**config.mk**
```make
export PLATFORM = sky130hd
export DESIGN_NAME = seq_alu
export DESIGN_NICKNAME = d
export VERILOG_FILES = /design/src/rtl/seq_alu.sv
export SDC_FILE = /design/constraint.sdc
export NUM_CORES = 1
export LEC_CHECK = 0
export CORE_MARGIN = 5
export CORE_UTILIZATION = 58
export CTS_CLUSTER_SIZE = 28
export DETAILED_ROUTE_END_ITERATION = 10
export DONT_BUFFER_PORTS = 1
export PLACE_DENSITY = 0.85
export SLEW_MARGIN = 20
export SYNTH_ARGS = -nofsm -noshare
export SYNTH_HDL_FRONTEND = slang
export SYNTH_SLANG_ARGS = --single-unit
export TNS_END_PERCENT = 20
```
**constraint.sdc**
```tcl
create_clock -name clk -period 2.2 [get_ports clk]
set_input_delay 0.33 -clock clk [delete_from_list [all_inputs] [get_ports clk]]
set_output_delay 0.33 -clock clk [all_outputs]
set_load 0.1 [all_outputs]
```
**src/rtl/seq_alu.sv**
```systemverilog
// Handshaked ALU with registered result/flags and an optional iterative shift-add multiplier.
// Define SEQ_ALU_MUL_EN to build the multiplier; otherwise op 5 completes as an illegal op.
module seq_alu #(
    parameter int WIDTH = 8
) (
    input  logic             clk,
    input  logic             rst_n,
    input  logic             in_valid,
    output logic             in_ready,
    input  logic [3:0]       op,
    input  logic [WIDTH-1:0] in0,
    input  logic [WIDTH-1:0] in1,
    output logic             out_valid,
    output logic [WIDTH-1:0] out,
    output logic             zf,
    output logic             cf,
    output logic             ill
);

    localparam logic [3:0] OP_AND  = 4'd0;
    localparam logic [3:0] OP_OR   = 4'd1;
    localparam logic [3:0] OP_ADD  = 4'd2;
    localparam logic [3:0] OP_SUB  = 4'd3;
    localparam logic [3:0] OP_CMP  = 4'd4;
    localparam logic [3:0] OP_PASS = 4'd6;
`ifdef SEQ_ALU_MUL_EN
    localparam logic [3:0] OP_MUL  = 4'd5;
    localparam int         CNTW    = $clog2(WIDTH) + 1;
`endif

    typedef enum logic [1:0] {
        S_IDLE = 2'd0,
        S_DONE = 2'd1
`ifdef SEQ_ALU_MUL_EN
        ,
        S_MUL  = 2'd2
`endif
    } state_t;

    state_t           state_q;
    logic             in_ready_q;
    logic             out_valid_q;
    logic [WIDTH-1:0] out_q;
    logic             zf_q;
    logic             cf_q;
    logic             ill_q;

    logic [WIDTH-1:0] alu_res_d;
    logic             alu_cf_d;
    logic             alu_ill_d;
    logic             alu_zf_d;

    // Single-cycle result computed straight from the inputs presented at the accept edge.
    always_comb begin
        alu_res_d = '0;
        alu_cf_d  = 1'b0;
        alu_ill_d = 1'b0;
        unique case (op)
            OP_AND:  alu_res_d = in0 & in1;
            OP_OR:   alu_res_d = in0 | in1;
            OP_ADD:  {alu_cf_d, alu_res_d} = {1'b0, in0} + {1'b0, in1};
            OP_SUB: begin
                alu_res_d = in1 - in0;
                alu_cf_d  = (in0 > in1);
            end
            OP_CMP:  alu_res_d = {{(WIDTH-1){1'b0}}, (in0 == in1)};
            OP_PASS: alu_res_d = in0;
            default: alu_ill_d = 1'b1;
        endcase
        alu_zf_d = (alu_res_d == '0);
    end

`ifdef SEQ_ALU_MUL_EN
    logic [WIDTH-1:0] mcand_q;
    logic [WIDTH-1:0] mplier_q;
    logic [WIDTH-1:0] acc_q;
    logic [WIDTH-1:0] acc_d;
    logic [CNTW-1:0]  cnt_q;
    logic             mul_last;
    logic             mul_start;

    assign acc_d     = acc_q + (mplier_q[0] ? mcand_q : '0);
    assign mul_last  = (cnt_q == CNTW'(WIDTH - 1));
    assign mul_start = (state_q == S_IDLE) && in_valid && (op == OP_MUL);

    // Multiplier datapath carries no reset; the FSM decides when its contents matter.
    always_ff @(posedge clk) begin
        if (mul_start) begin
            mcand_q  <= in0;
            mplier_q <= in1;
            acc_q    <= '0;
            cnt_q    <= '0;
        end else if (state_q == S_MUL) begin
            mcand_q  <= mcand_q << 1;
            mplier_q <= mplier_q >> 1;
            acc_q    <= acc_d;
            cnt_q    <= cnt_q + CNTW'(1);
        end
    end
`endif

    always_ff @(posedge clk) begin
        if (!rst_n) begin
            state_q     <= S_IDLE;
            in_ready_q  <= 1'b1;
            out_valid_q <= 1'b0;
            out_q       <= '0;
            zf_q        <= 1'b1;
            cf_q        <= 1'b0;
            ill_q       <= 1'b0;
        end else begin
            out_valid_q <= 1'b0;
            unique case (state_q)
                S_IDLE: begin
                    if (in_valid) begin
                        in_ready_q <= 1'b0;
`ifdef SEQ_ALU_MUL_EN
                        if (op == OP_MUL) begin
                            state_q <= S_MUL;
                        end else
`endif
                        begin
                            state_q     <= S_DONE;
                            out_valid_q <= 1'b1;
                            out_q       <= alu_res_d;
                            zf_q        <= alu_zf_d;
                            cf_q        <= alu_cf_d;
                            ill_q       <= alu_ill_d;
                        end
                    end
                end
`ifdef SEQ_ALU_MUL_EN
                S_MUL: begin
                    if (mul_last) begin
                        state_q     <= S_DONE;
                        out_valid_q <= 1'b1;
                        out_q       <= acc_d;
                        zf_q        <= (acc_d == '0);
                        cf_q        <= 1'b0;
                        ill_q       <= 1'b0;
                    end
                end
`endif
                S_DONE: begin
                    state_q    <= S_IDLE;
                    in_ready_q <= 1'b1;
                end
                default: begin
                    state_q    <= S_IDLE;
                    in_ready_q <= 1'b1;
                end
            endcase
        end
    end

    assign in_ready  = in_ready_q;
    assign out_valid = out_valid_q;
    assign out       = out_q;
    assign zf        = zf_q;
    assign cf        = cf_q;
    assign ill       = ill_q;

endmodule

```
After elaboration in Yosys (flattened, before gate mapping)
Index checks and enable logic that the tools add are counted.
{"block": "totals", "register_bits": 14, "output_inout_bits": 13, "word_cells": 28, "input_bits": 23}
{"block": "op_classes", "eq_ne": 6, "addsub": 2, "bitwise": 2, "order_cmp": 1, "n_mux": 4, "n_reduce_logical": 6}
{"operator": "8-bit one-hot mux with 6 select lines", "n": 1}
{"operator": "8-bit by 8-bit adder with 9-bit output", "n": 1}
{"operator": "8-bit bitwise AND", "n": 1}
{"operator": "4-bit by 2-bit == test with 1-bit output (second input constant)", "n": 2}
{"operator": "4-bit by 3-bit == test with 1-bit output (second input constant)", "n": 2}
{"operator": "8-bit == test", "n": 1}
{"operator": "8-bit > comparator", "n": 1}
{"operator": "8-bit logical NOT", "n": 1}
{"operator": "8-bit bitwise OR", "n": 1}
{"operator": "8-bit subtractor", "n": 1}
{"operator": "6-bit OR reduction", "n": 1}
{"operator": "4-bit by 1-bit == test with 1-bit output (second input constant)", "n": 1}
{"operator": "4-bit logical NOT", "n": 1}
{"operator": "2-bit AND reduction", "n": 2}
{"operator": "2-bit logical NOT", "n": 1}
{"operator": "1-bit 2-to-1 mux", "n": 2}
{"operator": "1-bit one-hot mux with 2 select lines", "n": 1}

Longest topological paths before layout
{"block": "logic_depth", "word_depth": 3, "depth_mapped": 10}

Least setup slack after synthesis
No wires, ideal clock.
{"block": "synth_path", "kind": "input to register", "from": "input in0[0]", "to": "register zf_q, in the netlist zf", "path_buffers": 0, "setup_ps": 122, "required_time_ps": 2078, "arrival_ps": 2172, "path_slack_ps": -94, "path_stages": 9, "path_cell_list": "ha_1 > fa_1 > mux2i_1 > or4_1 > o221a_2 > nand3_1 > nor2_1 > and4b_1 > a221o_1"}
{"block": "synth_between", "elab_chain_cells": 3, "word_cells_on_any_way": 7, "cone_classes": "add/sub: 2; eq/ne: 1; mux: 1; bitwise: 2; reduce/logical: 1"}
{"element": "start, declared", "line": "11", "rtl": "input logic [WIDTH-1:0] in0,"}
{"element": "8-bit subtractor (tied with other cells)", "line": "63", "rtl": "alu_res_d = in1 - in0;"}
{"element": "8-bit one-hot mux with 6 select lines *", "line": "58", "rtl": "unique case (op)"}
{"element": "8-bit logical NOT *", "line": "70", "rtl": "alu_zf_d = (alu_res_d == '0);"}
{"element": "end signal, assigned", "line": "126", "rtl": "zf_q <= alu_zf_d;"}
{"element": "end, declared", "line": "44", "rtl": "logic zf_q;"}
Mark *: on every way between the ends. The rest lies on a longest branch, timed or not.
A chain may end at the register's enable or synchronous reset.

Worst setup path in the final report
{"block": "layout_path", "from": "input in1[0]", "to": "register zf_q, in the netlist zf"}
{"block": "layout_between", "elab_chain_cells": 3, "word_cells_on_any_way": 7, "cone_classes": "add/sub: 2; eq/ne: 1; mux: 1; bitwise: 2; reduce/logical: 1"}
{"element": "start, declared", "line": "12", "rtl": "input logic [WIDTH-1:0] in1,"}
{"element": "8-bit subtractor (tied with other cells)", "line": "63"}
{"element": "8-bit one-hot mux with 6 select lines *", "line": "58"}
{"element": "8-bit logical NOT *", "line": "70"}
Marks and branches as above.

==> results.cfg <==
[floorplan]
core_sq_um = 2780
row_count = 19
die_x_microns = 63.9
initial_utilization = 0.606
design.die.area_sq_um = 4080
chip_height_microns = 63.9
ioPinCount = 36

[global_route]
grt_use_total = 0.199
antenna_found_initial = 0
global_route.peak_usage_layer = met2
first_global_vias = 1615
global_route_wire_length_before_repair_microns = 6930
globalRouteOverflowTotal = 0
grtUsageMet1 = 0.243
largest_net_degree_at_the_start_of_global_routing = 22
global_route.usage.met3 = 0.0350
global_route.usage.met2 = 0.338

[run_status]
outcome = completed

[timing]
period_minus_slack_ns = 2.08
final_hold_viol_count = 0
number_of_slew_limit_violations_in_the_final_report = 0
slew_headroom = 0.722
postLayoutSetupSlackWorst_ns = 0.122
grt_setup_unrepaired = false
clock.fmax_ghz = 0.481
layout_worst_path_cycle_share = 0.944
fin_skew_ns = 0.00624
holdWs_ns = 0.191
worst_pin_slew_ns = 0.415
final_setup_fails = 0

[cells_and_area]
layout_common_cells = sky130_fd_sc_hd__buf_4, sky130_fd_sc_hd__nor2_1, sky130_fd_sc_hd__inv_1
post_route_cells_drive_above_1_share = 0.203
syn2layout_area_growth_pct = 15.7
multi_input_area_sq_um = 1270
fillCellCount = 231
final_nets = 287
mostFrequentLayoutCell = sky130_fd_sc_hd__buf_4
seqCellArea_sq_um = 280
num_antenna_cells = 0
finalCoreUtilization = 0.701

[synthesis]
post_synth_instance_area_sq_um = 1690
synth_largest_type_area_fraction = 0.178
synthesis.area_per_instance_sq_um = 7.88
synthDistinctLibCells = 57
async_reset_ff_frac = 0
synthDominantAreaCellType = sky130_fd_sc_hd__ha_1
most_used_dff_post_synth = sky130_fd_sc_hd__dfxtp_1
synth_nets = 263
synth_seq_cells = 14
synth.area.top_cells = sky130_fd_sc_hd__ha_1, sky130_fd_sc_hd__dfxtp_1, sky130_fd_sc_hd__nor2_1
postSynthCellCount = 214
synth_sequential_area_ratio = 0.166
yosys_warnings = 0
count_of_flip_flops_with_a_built_in_enable_after_synthesis = 0

[drt]
detailedRoute.firstIterationViolations = 123
post_drt_via_cell_ratio = 6.60
drt_pre_antenna_iters = 5
antenna_violating_nets_post_route = 0
drt-wirelength-per-cell_microns = 15.5
drt_drc_violations_left = 0
drt_wl_total_microns = 4160
detailroute.via_count = 1770

[placed_design]
place_worst_setup_slack_ns = -0.228
io_buffer_count = 0
globalplace.congestion = 1.03
hpwl_microns = 3310

[cts]
cts_tree = yes
cts-root-to-sink-buffers = 2
tritoncts.num_buffers = 3
ctsHtreeMaxLevel = 1
clk_pin_slew_worst_paths_ns = 0.08
clockRootBuffer = sky130_fd_sc_hd__clkbuf_4
cts_post_setup_buffers_inserted = 0
cts_repair_resize_count = 0
clock_latency_ns = 0.27
cts_hold_buf = 0
clock-sinks = 14

[flow_run]
max_cap_violations = 0

[power]
static_leakage_nw = 0.898
finalPower_w = 0.000924
ir_drop_mv = 0.540
power_per_cell_area_nw_per_um2 = 474

[worst_setup_path]
crit_fanout = 2
cp_cell_sequence = inv_1 -> ha_1 -> fa_2 -> o21bai_1 -> a221o_1 -> a21oi_2 -> mux2i_1 -> o21ai_2 -> and4b_1 -> a221o_1
setup.worst_path.start_class = input pin
rr_startpoint = state_q[0]$_SDFFE_PN0P_
worstPathBufferInverterCount = 1
timing.critical_path.slowest_stage_cell = sky130_fd_sc_hd__a221o_1
path_common_cell = sky130_fd_sc_hd__a221o_1
critical_path.top_delay_family = compound AO/OA/AOI/OAI gates
slowest_delay_ns = 0.35
timing.critical_path.arrival_ns = 2.25
critical_path.startpoint = in1[0]
criticalPathCategory = in2reg
crit_path_end_kind = flip-flop
endpoint_required_time_on_the_critical_path_ns = 2.37

[hold_path]
hp-start = rst_n
worst_hold_path_type = in2reg
-- final cells by class --
type                            count  area share
Inverter                           26      0.0501
Sequential cell                    14       0.144
Clock buffer                        4      0.0186
Multi-Input combinational cell    163       0.652
Tap cell                           31      0.0199
Timing Repair Buffer               30       0.116
-- worst register-to-register path, delay by kind of cell (launching register included) --
| family | cells | cell delay [ns] |
|---|---|---|
| DFF | 1 | 0.33 |
| and+or+nand+nor | 4 | 0.72 |
| AOI/OAI and AO/OA | 2 | 0.47 |
-- where the power goes --
group	internal (W)	switching, W	total, W
logic	0.000165	0.000302	0.000467
registers	0.000273	0.00000802	0.000281
clock network	0.000101	0.0000758	0.000176
total	0.000538	0.000386	0.000924
-- through the flow --
stage          instances  setup TNS [ns]  cell area, sq um
4_1_cts              268               0              1930
6_report             268               0              1950
2_1_floorplan        214         -0.0180              1700
3_5_place_dp         264          -0.271              1900
5_1_grt              268               0              1950
3_3_place_gp         264          -0.207              1900
-- per-layer routing --
metal	part of all wire	wire, microns
met4	0.022	91
met2	0.48	1990
met5	0	0
met3	0.098	406
met1	0.40	1670
-- registers in the layout, indices dropped and copies added, names as in the netlist --
register / cells
cf: 1
out_valid: 1
state_q: 1
ill: 1
zf: 1
in_ready: 1
out: 8
-- Yosys cell counts, types with 2 or more instances --
library cell                number
sky130_fd_sc_hd__nor2_1         27
sky130_fd_sc_hd__ha_1           24
sky130_fd_sc_hd__inv_1          24
sky130_fd_sc_hd__a21oi_1        14
sky130_fd_sc_hd__dfxtp_1        14
sky130_fd_sc_hd__o21ai_0         8
sky130_fd_sc_hd__a211oi_1        7
sky130_fd_sc_hd__nand3_1         6
sky130_fd_sc_hd__buf_2           5
sky130_fd_sc_hd__nand2b_1        5
sky130_fd_sc_hd__a31oi_1         4
sky130_fd_sc_hd__nor3_1          4
sky130_fd_sc_hd__xnor2_1         4
sky130_fd_sc_hd__a21o_1          3
sky130_fd_sc_hd__a221o_1         3
sky130_fd_sc_hd__a221oi_1        3
sky130_fd_sc_hd__clkbuf_1        3
sky130_fd_sc_hd__mux2i_1         3
sky130_fd_sc_hd__nor4_1          3
sky130_fd_sc_hd__o21bai_1        3
sky130_fd_sc_hd__or4b_1          3
sky130_fd_sc_hd__buf_6           2
sky130_fd_sc_hd__clkinv_1        2
sky130_fd_sc_hd__fa_1            2
sky130_fd_sc_hd__nand2_1         2
sky130_fd_sc_hd__o2111ai_1       2
sky130_fd_sc_hd__o21ai_1         2
sky130_fd_sc_hd__o221ai_1        2
sky130_fd_sc_hd__o22ai_1         2
-- final timing paths --
check	slack [ns]	to	cells after the start
setup reg to reg	0.63	zf$_SDFFE_PN1P_	6
hold / removal	0.19	out[7]$_SDFFE_PN0P_	2
setup / recovery	0.12	zf$_SDFFE_PN1P_	10
hold reg to reg	0.47	in_ready$_SDFFE_PN1P_	1
-- cell families (layout without fill, tap and decap cells) --
| family | count (synthesis) | in the layout | synth area share |
|---|---|---|---|
| adders and majority gates | 26 | 26 | 0.202 |
| and+or+nand+nor | 64 | 64 | 0.219 |
| muxes | 3 | 3 | 0.0178 |
| buffers and inverters | 37 | 60 | 0.0973 |
| xor gates and xnor gates | 4 | 4 | 0.0208 |
| AOI/OAI and AO/OA | 66 | 66 | 0.277 |
| DFF | 14 | 14 | 0.166 |
(Power assumes the default switching activity.)
